**src/rtl/pipe_pkg.sv**
```systemverilog
`default_nettype none
// ---------------------------------------------------------------------------
// pipe_pkg : shared types and constants for the pipe column scheduler
// Rev 1.0
// ---------------------------------------------------------------------------
package pipe_pkg;

    typedef enum logic [1:0] {
        ST_IDLE   = 2'd0,
        ST_SPACE  = 2'd1,
        ST_PIPE   = 2'd2,
        ST_FROZEN = 2'd3
    } state_t;

    localparam int              ROWS      = 16;
    // Feedback taps 15,13,12,10
    localparam logic [ROWS-1:0] LFSR_TAPS = 16'hB400;
    localparam logic [ROWS-1:0] EMPTY_COL = 16'h0000;

    // Folds a raw nibble onto gap rows 1..12 so rows 0 and 15 stay lit.
    function automatic logic [3:0] gap_from_raw(input logic [3:0] raw);
        return (raw < 4'd12) ? (raw + 4'd1) : (raw - 4'd11);
    endfunction

endpackage
`default_nettype wire

```
**src/rtl/pipe_lfsr.sv**
```systemverilog
`default_nettype none
// ---------------------------------------------------------------------------
// pipe_lfsr : 16-bit Fibonacci LFSR, seed loaded on reset, advance on enable
// Rev 1.0
// ---------------------------------------------------------------------------
module pipe_lfsr
    import pipe_pkg::*;
#(
    parameter logic [ROWS-1:0] SEED = 16'hACE1
) (
    input  logic       clk,
    input  logic       rst_n,
    input  logic       advance,
    output logic [3:0] raw
);

    logic [ROWS-1:0] lfsr;

    always_ff @(posedge clk or negedge rst_n) begin
        if (!rst_n) begin
            lfsr <= SEED;
        end else if (advance) begin
            lfsr <= {lfsr[ROWS-2:0], ^(lfsr & LFSR_TAPS)};
        end
    end

    assign raw = lfsr[3:0];

endmodule
`default_nettype wire

```
**src/rtl/pipe_scheduler.sv**
```systemverilog
`default_nettype none
// ---------------------------------------------------------------------------
// pipe_scheduler : emits empty/pipe column patterns for the pipe shift register
// Rev 1.0
// ---------------------------------------------------------------------------
module pipe_scheduler
    import pipe_pkg::*;
#(
    parameter int              SPACING = 6,
    parameter int              PIPE_W  = 2,
    parameter int              GAP_H   = 3,
    parameter logic [ROWS-1:0] SEED    = 16'hACE1
) (
    input  logic            clk,
    input  logic            RST,
    input  logic            start,
    input  logic            tick,
    input  logic            Over,
    output logic [ROWS-1:0] NR,
    output logic            col_is_pipe,
    output logic [3:0]      gap_pos,
    output logic            pipe_passed
);

    localparam int CNT_MAX = (SPACING > PIPE_W) ? SPACING : PIPE_W;
    localparam int CNT_W   = $clog2(CNT_MAX + 1);

    state_t            state, state_nx;
    logic [CNT_W-1:0]  cnt, cnt_nx;
    logic [ROWS-1:0]   nr_nx;
    logic              col_nx;
    logic [3:0]        gap_nx;
    logic              pass_nx;
    logic              lfsr_adv;
    logic [3:0]        lfsr_raw;

    function automatic logic [ROWS-1:0] pipe_pattern(input logic [3:0] lo);
        logic [ROWS-1:0] p;
        p = '1;
        for (int i = 0; i < GAP_H; i++) begin
            p[lo + 4'(i)] = 1'b0;
        end
        return p;
    endfunction

    pipe_lfsr #(.SEED(SEED)) u_lfsr (
        .clk     (clk),
        .rst_n   (RST),
        .advance (lfsr_adv),
        .raw     (lfsr_raw)
    );

    always_ff @(posedge clk or negedge RST) begin
        if (!RST) begin
            state       <= ST_IDLE;
            cnt         <= '0;
            NR          <= EMPTY_COL;
            col_is_pipe <= 1'b0;
            gap_pos     <= 4'd0;
            pipe_passed <= 1'b0;
        end else begin
            state       <= state_nx;
            cnt         <= cnt_nx;
            NR          <= nr_nx;
            col_is_pipe <= col_nx;
            gap_pos     <= gap_nx;
            pipe_passed <= pass_nx;
        end
    end

    // gap_pos doubles as the latched gap row used for every column of a pipe.
    always_comb begin
        state_nx = state;
        cnt_nx   = cnt;
        nr_nx    = NR;
        col_nx   = col_is_pipe;
        gap_nx   = gap_pos;
        pass_nx  = 1'b0;
        lfsr_adv = 1'b0;
        if (Over) begin
            if (state != ST_IDLE) begin
                state_nx = ST_FROZEN;
            end
        end else begin
            case (state)
                ST_IDLE, ST_FROZEN: begin
                    if (start) begin
                        state_nx = ST_SPACE;
                        cnt_nx   = '0;
                        nr_nx    = EMPTY_COL;
                        col_nx   = 1'b0;
                    end
                end
                ST_SPACE: begin
                    if (tick) begin
                        nr_nx  = EMPTY_COL;
                        col_nx = 1'b0;
                        if (cnt == CNT_W'(SPACING - 1)) begin
                            gap_nx   = gap_from_raw(lfsr_raw);
                            lfsr_adv = 1'b1;
                            cnt_nx   = '0;
                            state_nx = ST_PIPE;
                        end else begin
                            cnt_nx = cnt + 1'b1;
                        end
                    end
                end
                ST_PIPE: begin
                    if (tick) begin
                        nr_nx  = pipe_pattern(gap_pos);
                        col_nx = 1'b1;
                        if (cnt == CNT_W'(PIPE_W - 1)) begin
                            pass_nx  = 1'b1;
                            cnt_nx   = '0;
                            state_nx = ST_SPACE;
                        end else begin
                            cnt_nx = cnt + 1'b1;
                        end
                    end
                end
                default: state_nx = ST_IDLE;
            endcase
        end
    end

endmodule
`default_nettype wire
```
**config.mk**
```make
export PLATFORM = sky130hd
export DESIGN_NAME = pipe_scheduler
export DESIGN_NICKNAME = d
export VERILOG_FILES = /design/src/rtl/pipe_pkg.sv /design/src/rtl/pipe_lfsr.sv /design/src/rtl/pipe_scheduler.sv
export SDC_FILE = /design/constraint.sdc
export NUM_CORES = 1
export LEC_CHECK = 0
export ABC_AREA = 1
export CAP_MARGIN = 0
export CORE_MARGIN = 2
export CORE_UTILIZATION = 51
export DETAILED_ROUTE_END_ITERATION = 16
export GPL_ROUTABILITY_DRIVEN = 0
export MAX_ROUTING_LAYER = met4
export PLACE_DENSITY = 0.77
export SETUP_SLACK_MARGIN = 0.02
export SYNTH_ARGS = -nofsm -noshare
export SYNTH_HDL_FRONTEND = slang
export SYNTH_HIERARCHICAL = 1
export SYNTH_SLANG_ARGS = --single-unit
```
**constraint.sdc**
```tcl
create_clock -name clk -period 1.5 [get_ports clk]
set_input_delay 0.225 -clock clk [delete_from_list [all_inputs] [get_ports clk]]
set_output_delay 0.225 -clock clk [all_outputs]
set_load 0.005 [all_outputs]
```
======== Word-level counts from Yosys, hierarchy flattened ========
Cells that the tools add are included.
storage, ports and cells
  flip-flop bits (word level) ............. 43
  output and inout bits ................... 22
  word-level logic and storage cells ...... 86
cells by class
  mux-type cells .......................... 37
  equality and inequality tests ........... 14
  $lt $le $gt $ge ......................... 7
  $add $sub $neg .......................... 5
  reductions and logical operators ........ 10
  bitwise gates (word level) .............. 6
operators with widths
  cell                 number
  $mux 16              3
  $not 16->16          3
  $pmux 16 s3          1
  $and 16x16->16       2
  $reduce_xor 16->1    1
  $lt 4x5->1 const B   3
  $mux 3               5
  $ne 3x3->1 const B   5
  $mux 1               14
  $mux 2               7
  $demux 1 s4          3
  $ge 4x1->1 const B   3
  $pmux 3 s3           1
  $add 4x1->4 const B  2
  $reduce_and 4->1     2
  $ne 2x2->1 const B   3
  $pmux 2 s3           1
  $reduce_and 6->1     1
  $add 4x2->4 const B  1
  $eq 2x2->1 const B   2
  $lt 4x4->1 const B   1
  $mux 4               1
  $sub 4x4->4 const B  1
  $add 3x1->3 const B  1
  10 further kinds     12

======== Longest topological paths before layout ========
  depth after elaboration ................. 10
  depth in mapped cells ................... 11

======== By module ========
The synthesis kept the hierarchy.
by module, submodules not included
  module          area an instance (um2)  cells each  times used  sequential area each (um2)
  pipe_scheduler  1736.7                  255         1           675.6
  pipe_lfsr       739.5                   80          1           410.4

======== Worst setup path before layout ========
No wires, ideal clock.
  path kind ............................... reg-to-reg
  start ................................... reg state[1]
  end ..................................... reg u_lfsr.lfsr[14]
  required time ........................... 1382 ps
  setup time .............................. 118 ps
  path slack .............................. -123 ps
  cell stages (with the launch flop) ...... 12
  arrival time ............................ 1505 ps
  cells stage by stage .................... dfrtp_1 > inv_1 > ha_1 > inv_1 > nor2_1 > inv_1 > nor2_2 > buf_6 > inv_6 > buf_12 > nand2_1 > o21ai_2
between the ends
  longest elaborated chain between the ends .. 3
ends and longest elaborated chain
  what                      line                  RTL
  start: declaration        pipe_scheduler.sv:28  state_t state, state_nx;
  start signal: assignment  pipe_scheduler.sv:62  state <= state_nx;
  $eq 2x1->1                pipe_scheduler.sv:85  case (state)
  $mux 1                    pipe_scheduler.sv:85
  $mux 1                    pipe_scheduler.sv:80  if (Over) begin
  net lfsr_adv              pipe_scheduler.sv:34  logic lfsr_adv;
  end signal: assignment    pipe_lfsr.sv:23       lfsr <= {lfsr[ROWS-2:0], ^(lfsr & LFSR_TAPS)};
  end: declaration          pipe_lfsr.sv:17       logic [ROWS-1:0] lfsr;
The timed path passes the listed nets, and every way through them passes these cells.
A chain may end at the register's enable or synchronous reset.

======== Worst setup path after layout ========
  start ................................... reg state[1]
  end ..................................... reg NR[8]
between the ends
  longest elaborated chain between the ends .. 4
ends and longest elaborated chain
  what                                           line                  RTL
  $eq 2x2->1 or $logic_not 2->1 (tied branches)  pipe_scheduler.sv:85
  $reduce_or 2->1                                pipe_scheduler.sv:85
  $ne 2x2->1 (no line)                           -
  $reduce_and 4->1 (no line)                     -
  end signal: assignment                         pipe_scheduler.sv:64  NR <= nr_nx;
  end: declaration                               pipe_scheduler.sv:19  output logic [ROWS-1:0] NR,
Parallel ways exist; a longest one is shown, timed or not.

==> impl_metrics.py <==
metrics = {
    "clocking": {
        "cts_tree": "done",
        "clk_path_buf_depth": 2,
        "root_buffer": "clkbuf_8",
        "clock_sinks": 43,
        "htree_levels": 2,
        "clk_pin_slew_ns": 0.08,
        "clock_latency_ns": 0.29,
        "numCtsBuffers": 5,
    },
    "logic_synthesis": {
        "synthesis.nets": 345,
        "synth_xor_area_share_pct": 0.707,
        "yosysWarnings": 6,
        "synthTopCellsByArea": "dfrtp_1, nand2_1, dfstp_2, nand3_1, nor2_1",
        "synth_top_family_by_area": "simple AND/OR/NAND/NOR gates",
        "synth_seq_cells": 43,
        "synthMostInstantiatedCell": "nand2_1",
        "yosysSeqAreaShare_pct": 43.9,
        "synthDominantCellAreaShare_pct": 35.4,
        "synth-compound-area-share_pct": 8.24,
        "synth.area.mux_share_pct": 0,
        "synth_ff_type": "dfrtp_1",
        "synth-adder-area-share_pct": 2.53,
        "yosysUniqueCellTypes": 26,
        "synthTopCellsByCount": "nand2_1, dfrtp_1, nor2_1, inv_1, nand3_1",
        "syn_area_um2": 2480,
        "synth_cells": 335,
        "avgSynthCellArea_um2": 7.39,
        "synth-edff-count": 0,
        "synth_simple_gate_area_share_pct": 34.0,
        "yosysTopAreaCell": "dfrtp_1",
        "synthArstFlopShare_pct": 100,
    },
    "timing": {
        "tightest_slew_ns": 0.364,
        "fmax_mhz": 640,
        "drv_slew": 0,
        "period_share_pct": 104,
        "finalSetupViolations": 24,
        "skew_ns": 0.00266,
        "hold_ws_ns": 0.418,
        "hold_viol_final": 0,
        "finalWorstSetupSlack_ns": -0.0628,
        "slew_headroom_pct": 75.6,
        "grt_setup_unrepaired": "yes",
        "min_period_ns": 1.56,
    },
    "global_route": {
        "grt_pass1_wl_mm": 9.59,
        "grt_max_degree": 44,
        "grt_use_total_pct": 23.4,
        "overflow": 0,
        "antenna_found_initial": 0,
        "grt_pass1_vias": 2240,
    },
    "flow_run": {
        "maxCapViolCount": 0,
    },
    "power": {
        "p_leak_nw": 1.76,
        "power_mw": 6.00,
        "p_per_area_nw_per_um2": 1680,
        "vdd_ir_drop_max_uv": 796,
    },
    "floorplanning": {
        "core-area_um2": 4690,
        "fp.dieW_um": 73.7,
        "ios": 27,
        "dieArea_um2": 5430,
        "die_y_um": 73.7,
        "placementRows": 25,
        "initial_core_util_pct": 52.8,
    },
    "worst_setup_path": {
        "cp_cell_sequence": "inv_2, ha_4, nor2_4, nor2_4, buf_6, nand2_8, clkbuf_16, nand2_4, nand2_2",
        "cp.arrival_ns": 1.75,
        "start_kind": "flip-flop",
        "critPathMostFrequentCell": "nor2_4",
        "path_buf_inv": 3,
        "worst-setup-path-type": "reg -> reg",
        "crit_slowest_cell": "dfrtp_1",
        "crit_family": "buffers and inverters",
        "required_ns": 1.69,
        "path_max_fanout": 5,
        "endpoint_kind": "flip-flop",
        "slowest_delay_ns": 0.40,
    },
    "placed_design": {
        "dpl.hpwl_mm": 3.77,
        "port-buffer-count": 26,
    },
    "route": {
        "drt_wl_total_mm": 6.50,
        "wl_per_cell_um": 14.4,
        "vias": 2436,
        "drtPass1Iterations": 4,
        "drt_first_iter_violations": 240,
        "ant_nets": 0,
        "vias_per_cell": 5.41,
        "drcViolationCount": 0,
    },
    "outcome": {
        "violations": "setup timing",
        "outcome": "finished with violations",
    },
    "finish": {
        "area_growth_pct": 43.9,
        "fin_nets": 405,
        "antenna_cells": 0,
        "drive_gt1_share_pct": 37.4,
    },
    "hold_path": {
        "hold_path_class": "in -> async",
    },
}
state kept, by name, summed over array words and instances, names as in the netlist:
register     count
col_is_pipe      1
pipe_passed      1
NR              16
gap_pos          4
cnt              3
state            2
u_lfsr/lfsr     16
cell usage in the layout, fill, tap and decap left out, drive strengths merged:
master	netlist	layout
clkdlybuf4s50	0	21
dfrtp	35	35
ha	5	5
inv	36	36
dfstp	8	8
clkbuf	1	10
o21ai	30	30
nor2	37	37
dlymetal6s2s	0	2
dlygate4sd2	0	2
nand3	24	24
dlygate4sd3	0	1
nand4	9	9
nand2	127	127
clkinv	2	3
xor2	2	2
a21boi	1	1
nor3	2	2
a21oi	4	4
buf	12	37
worst register-to-register path, cell delays in order, from the launching register on:
cell       delay, ns
dfrtp_1         0.40
inv_2           0.08
ha_4            0.29
nor2_4          0.04
nor2_4          0.14
buf_6           0.15
nand2_8         0.08
clkbuf_16       0.18
nand2_4         0.06
nand2_2         0.04
per-layer routing:
metal,up-vias,part of all wire (%),wire length (um),track usage [%]
met3,24,4.1,266,4.53
met5,-,0,0,-
met2,88,53,3430,38.7
li1,1173,-,-,-
met1,1151,40,2570,27.8
met4,0,3.4,223,9.90
worst paths after layout:
path,cells past startpoint,slack (ns),start,endpoint
worst max-delay path,9,-0.06,state[1]$_DFFE_PN0P_,NR[8]$_DFFE_PN0P_
worst min-delay path,3,0.42,RST,cnt[0]$_DFFE_PN0P_
worst max register to register,9,-0.06,state[1]$_DFFE_PN0P_,NR[8]$_DFFE_PN0P_
worst min register to register,2,0.48,NR[11]$_DFFE_PN0P_,NR[11]$_DFFE_PN0P_
max in group asynchronous,3,0.80,RST,u_lfsr/lfsr[13]$_DFFE_PN1P_
min in group clk,2,0.48,NR[11]$_DFFE_PN0P_,NR[11]$_DFFE_PN0P_
area by class of cell:
class	instances	area, um^2
clock buffers	7	86.3
clock inverters	1	5.00
fillers	328	1130
inverters	38	153
multi-input cells	241	1430
flip-flops and latches	43	1090
well taps	54	67.6
repair buffers	66	733
per-stage QoR:
stage | utilization, % | instances | TNS, ns | setup WS (ns) | cell area (um^2)
after global routing | 75.9 | 450 | -3.66 | -0.141 | 3560
after global placement | 62.1 | 424 | -2.22 | -0.130 | 2910
final | 75.9 | 450 | -0.764 | -0.0628 | 3560
after CTS | 67.4 | 440 | -0.000291 | -0.000291 | 3160
after floorplan | - | 335 | -0.0524 | -0.0188 | 2490
after detailed placement | 62.1 | 424 | -3.17 | -0.174 | 2910
what timing repair did:
| item | CTS | global route |
|---|---|---|
| hold buffers | 1 | 0 |
| hold endpoints to repair | 35 | 0 |
| gates resized for setup | 26 | 95 |
| cloned | 2 | 4 |
| setup buffers | 5 | 6 |
| pin swaps | 3 | 27 |
| setup endpoints to repair | 31 | 40 |
kinds of logic (layout without fill, tap and decap cells):
| logic type | after synthesis | in the layout |
|---|---|---|
| AO/OA/AOI/OAI | 35 | 35 |
| AND/OR/NAND/NOR | 199 | 199 |
| XOR/XNOR | 2 | 2 |
| flip-flops | 43 | 43 |
| buffers and inverters | 51 | 112 |
| adder cells (fa/ha/maj) | 5 | 5 |
report_power, final:
group	leakage, nW	total, mW	switching [mW]	internal, mW
clock	0.0482	0.752	0.380	0.372
sequential	0.521	1.76	0.256	1.50
combinational	1.19	3.48	1.85	1.64
Note: power is estimated with default switching activity, not from simulation.
